--- config.mk ---
export PLATFORM = sky130hd
export DESIGN_NAME = mem_port_arbiter
export DESIGN_NICKNAME = d
export VERILOG_FILES = /design/src/rtl/mem_port_arbiter.sv
export SDC_FILE = /design/constraint.sdc
export NUM_CORES = 1
export LEC_CHECK = 0
export ABC_AREA = 1
export CORE_ASPECT_RATIO = 0.5
export CORE_UTILIZATION = 26
export CTS_CLUSTER_SIZE = 24
export DETAILED_ROUTE_END_ITERATION = 8
export GPL_TIMING_DRIVEN = 0
export PLACE_DENSITY_LB_ADDON = 0.05
export SLEW_MARGIN = 20
export SYNTH_ARGS = -nofsm -noshare
export SYNTH_HDL_FRONTEND = slang
export SYNTH_SLANG_ARGS = --single-unit
--- constraint.sdc ---
create_clock -name clk -period 4.3 [get_ports clk]
set_input_delay 1.075 -clock clk [delete_from_list [all_inputs] [get_ports clk]]
set_output_delay 1.075 -clock clk [all_outputs]
set_load 0.02 [all_outputs]
--- src/rtl/mem_port_arbiter.sv ---
// Three-requester arbiter (store > load > fetch) sharing one memory port; one read in flight, MEM_LAT-cycle return.
// Optional fetch anti-starvation guard enabled by defining MEM_ARB_STARVE_GUARD_EN.
module mem_port_arbiter #(
  parameter int MEM_LAT = 2
) (
  input  logic        clk,
  input  logic        reset,
  input  logic        fetch_req,
  input  logic [15:1] fetch_addr,
  output logic        fetch_gnt,
  output logic        fetch_rvalid,
  output logic [15:0] fetch_rdata,
  input  logic        ld_req,
  input  logic [15:1] ld_addr,
  output logic        ld_gnt,
  output logic        ld_rvalid,
  output logic [15:0] ld_rdata,
  input  logic        st_req,
  input  logic [15:1] st_addr,
  input  logic [15:0] st_data,
  output logic        st_gnt,
  output logic        mem_en,
  output logic        mem_we,
  output logic [15:1] mem_addr,
  output logic [15:0] mem_wdata,
  input  logic [15:0] mem_rdata,
  output logic [2:0]  stall_num
);

  typedef enum logic {
    IDLE = 1'b0,
    BUSY = 1'b1
  } state_e;

  localparam logic [1:0] CNT_INIT = 2'(MEM_LAT - 1);

  state_e      state_q, state_d;
  logic [1:0]  busy_cnt_q, busy_cnt_d;
  logic        tag_q, tag_d;
  logic        slot_free, ret_now, fetch_boost;
  logic        win_st, win_ld, win_fe;

`ifdef MEM_ARB_STARVE_GUARD_EN
  logic [2:0] starve_cnt_q, starve_cnt_d;

  assign fetch_boost = starve_cnt_q[2];

  always_comb begin
    starve_cnt_d = 3'd0;
    if (fetch_req && !win_fe) begin
      starve_cnt_d = (starve_cnt_q == 3'd7) ? 3'd7 : starve_cnt_q + 3'd1;
    end
  end

  always_ff @(posedge clk or posedge reset) begin
    if (reset) starve_cnt_q <= 3'd0;
    else       starve_cnt_q <= starve_cnt_d;
  end
`else
  assign fetch_boost = 1'b0;
`endif

  // A new grant may coincide with the return cycle of the previous read.
  assign slot_free = (state_q == IDLE) || (busy_cnt_q == 2'd0);
  assign ret_now   = !reset && (state_q == BUSY) && (busy_cnt_q == 2'd0);

  always_comb begin
    win_st = 1'b0;
    win_ld = 1'b0;
    win_fe = 1'b0;
    if (!reset && slot_free) begin
      if (fetch_boost && fetch_req) win_fe = 1'b1;
      else if (st_req)              win_st = 1'b1;
      else if (ld_req)              win_ld = 1'b1;
      else if (fetch_req)           win_fe = 1'b1;
    end
  end

  always_comb begin
    state_d    = state_q;
    busy_cnt_d = busy_cnt_q;
    tag_d      = tag_q;
    if (win_ld || win_fe) begin
      state_d    = BUSY;
      busy_cnt_d = CNT_INIT;
      tag_d      = win_ld;
    end else if (state_q == BUSY) begin
      if (busy_cnt_q == 2'd0) state_d = IDLE;
      else                    busy_cnt_d = busy_cnt_q - 2'd1;
    end
  end

  always_ff @(posedge clk or posedge reset) begin
    if (reset) begin
      state_q    <= IDLE;
      busy_cnt_q <= 2'd0;
      tag_q      <= 1'b0;
    end else begin
      state_q    <= state_d;
      busy_cnt_q <= busy_cnt_d;
      tag_q      <= tag_d;
    end
  end

  always_comb begin
    st_gnt       = win_st;
    ld_gnt       = win_ld;
    fetch_gnt    = win_fe;
    mem_en       = win_st || win_ld || win_fe;
    mem_we       = win_st;
    mem_addr     = '0;
    if (win_st)      mem_addr = st_addr;
    else if (win_ld) mem_addr = ld_addr;
    else if (win_fe) mem_addr = fetch_addr;
    mem_wdata    = win_st ? st_data : 16'd0;
    fetch_rvalid = ret_now && !tag_q;
    ld_rvalid    = ret_now && tag_q;
    fetch_rdata  = fetch_rvalid ? mem_rdata : 16'd0;
    ld_rdata     = ld_rvalid ? mem_rdata : 16'd0;
    stall_num    = 3'd0;
    if (!reset) begin
      if ((ld_req && !win_ld) || (st_req && !win_st)) stall_num = 3'd6;
      else if (fetch_req && !win_fe)                  stall_num = 3'd1;
    end
  end

endmodule
==> flow_summary.toml <==
[min_path]
min_path_cells = 2
min_to = "tag_q"
worstHoldPathType = "reg -> reg"
worstHoldStart = "tag_q"

[worst_setup_path]
start_kind = "input port"
cpMostUsedCell = "clkdlybuf4s50_1"
cp_cell_sequence = "clkdlybuf4s50_1 -> inv_2 -> nor2_4 -> buf_2 -> nand4_1 -> nand3_1 -> clkdlybuf4s50_1"
critPathBufInv = 4
crit_type = "in -> out"
r2r_slack_ns = 2.93
rr_worst_depth = 7
endpoint_kind = "primary output"
cp.arrival_ns = 2.95
reg2reg_to = "busy_cnt_q[0]"
rr_startpoint = "busy_cnt_q[0]"
critPathTopFamily = "buffers and inverters"
cp_max_fo = 10
cp.required_ns = 3.22
slowest_stage = "clkdlybuf4s50_1"
cp_slowest_stage_delay_ns = 0.61

[synth]
synth_top_family_by_area = "simple AND/OR/NAND/NOR gates"
synth-main-ff-cell = "dfrtp_1"
synth_area_um2 = 1100
synth-edff-count = 0
synth_fp_nets = 287
yosysSeqAreaShare_pct = 9.10
yosys.cell_types.count = 20
synth_compound_area_share_pct = 0.910
yosys_warnings = 0
synth_cells = 204
synth-simple-area-share_pct = 62.1
avgSynthCellArea_um2 = 5.39
synthMuxAreaShare_pct = 0
ys_seq_elements = 4
postSynth.asyncResetShare_pct = 100
synth_fa_ha_area_share_pct = 1.14
synthXorXnorAreaFrac_pct = 0.796

[floorplanning]
dieArea_um2 = 4510
initial_core_util_pct = 27.6
rows = 16
ios = 155
dieHeight_um = 48.0
die_x_um = 94.0
core_area_um2 = 3980

[finish]
layout.nets = 445
final_cell_mix = "clkdlybuf4s50_1, nor2_1, inv_1, nand4_1, nand3_1"
syn2layout_area_growth_pct = 149
drive_above_1_share_pct = 8.06
fill_cells = 336
final_core_util_pct = 68.8
diodes = 0
regArea_um2 = 100
final_common_cell = "clkdlybuf4s50_1"
multi_input_area_um2 = 714

[timing]
setup_viol = 0
min_period_ns = 4.03
clock_skew_ns = 0.00145
final_hold_viol_count = 0
slew_headroom_pct = 72.1
tns_ns = 0
fmax_mhz = 248
worst_pin_slew_ns = 0.419
fin_hold_ws_ns = 0.517
grt_setup_unrepaired = "false"
slew_viol_final = 0
fin_crit_sh_pct = 93.7

[power_and_ir_drop]
p_sw_uw = 328
p_per_area_nw_per_um2 = 253
power.total_uw = 693
ir_drop_mv = 0.153
swShare_pct = 47.3
combPwrFrac_pct = 78.5
p_int_uw = 365
leakage_uw = 0.00129
clkPwrFrac_pct = 11.4
power.share.sequential_pct = 10.2

[route]
ant_nets = 0
drtIter0Drc = 60
drc_errors = 0
num_vias = 1934
wirelength_um = 5270
vias_per_cell = 4.67
dr.pass1.iters = 4
wl_per_cell_um = 12.7

[outcome]
outcome = "finished, final reports clean"

[grt]
antenna_found_initial = 0
track_usage_pct = 20.5
grt_pass1_wl_um = 7260
gr-total-overflow = 0
grt_pass1_vias = 1584
grt_max_degree = 14

[cts]
clk_pin_slew_worst_paths_ns = 0.03
h-tree-depth = 1
cts_sinks = 4
ctsHoldBuffers = 0
numCtsBuffers = 3
root_buffer = "clkbuf_8"
post_cts_resized = 0
insertion_delay_ns = 0.22
cts_tree = "yes"
cts_setup_buffers = 0
clockBufferDepth = 2

[flow_run]
drv_cap = 0

[placed_design]
io_buffers = 153
place.gp.congestion = 0.723
dp_hpwl_um = 4340
==> stage by stage <==
stage / setup slack (ns) / instances / area [µm²]
2_1_floorplan: 1.26 / 204 / 1100
3_3_place_gp: 0.286 / 411 / 2700
3_5_place_dp: 0.248 / 411 / 2700
4_1_cts: 0.244 / 414 / 2740
5_1_grt: 0.127 / 414 / 2740
6_report: 0.271 / 414 / 2740
==> layout make-up <==
cell class	instances	share of cell area, %
repair buffers	153	55.9
multi-input cells	134	26.1
inverters	48	6.58
plain buffers	18	3.84
flip-flops and latches	4	3.65
well taps	54	2.47
clock buffers	3	1.51
==> power groups by stage <==
stage / registers [µW] / clock network (µW) / logic, µW
3_3_place_gp: 70.0 / 0 / 534
4_1_cts: 70.6 / 80.2 / 544
3_5_place_dp: 71.0 / 0 / 541
5_1_grt: 72.8 / 84.4 / 583
6_report: 70.3 / 78.9 / 543
2_1_floorplan: 67.9 / 0 / 296
==> Yosys cell counts (2+ instances only) <==
master / number / area share [%]
inv_2: 2 / 0.68
nand4_1: 45 / 26
nor2_4: 2 / 2.0
inv_1: 46 / 16
nand4_2: 2 / 2.3
nor2_1: 50 / 17
buf_4: 4 / 2.7
buf_2: 12 / 5.5
dfrtp_1: 4 / 9.1
nand2_1: 7 / 2.4
nand3_1: 21 / 9.6
==> worst register-to-register path, cell delays in order (launching register included) <==
cell and delay (ns):
dfrtp_1 0.38, inv_1 0.06, ha_1 0.20, inv_1 0.09, nand2_4 0.12, buf_6 0.16, xor2_1 0.15, nand3_1 0.08
==> worst max-delay path by stage <==
stage                     cells past startpoint  slack (ns)              end  startpoint
after floorplan                               6        1.26     stall_num[2]      st_req
after global placement                        6        0.29  fetch_rdata[13]       reset
after detailed placement                      6        0.25  fetch_rdata[13]       reset
after CTS                                     6        0.24  fetch_rdata[13]       reset
after global routing                          6        0.13  fetch_rdata[13]       reset
final                                         7        0.27      mem_addr[5]      ld_req
==> sequential cells by signal, summed over array words and instances (netlist names) <==
signal and cells:
tag_q 1, busy_cnt_q 2, state_q 1
==> layer usage <==
| metal | vias to the layer above | wire [µm] | share of wire, % | GRT usage, % |
|---|---|---|---|---|
| met5 | - | 0 | 0 | 0 |
| met4 | 0 | 30 | 0.57 | 7.38 |
| met3 | 4 | 421 | 8.0 | 4.76 |
| met2 | 91 | 2660 | 51 | 38.8 |
| met1 | 855 | 2160 | 41 | 23.8 |
| li1 | 984 | - | - | - |
==> logic make-up after synthesis <==
family,count (synthesis)
AOI/OAI and AO/OA,2
xor gates and xnor gates,1
adders and majority gates,1
buffers and inverters,66
DFF,4
and+or+nand+nor,130
(Power assumes the default switching activity.)
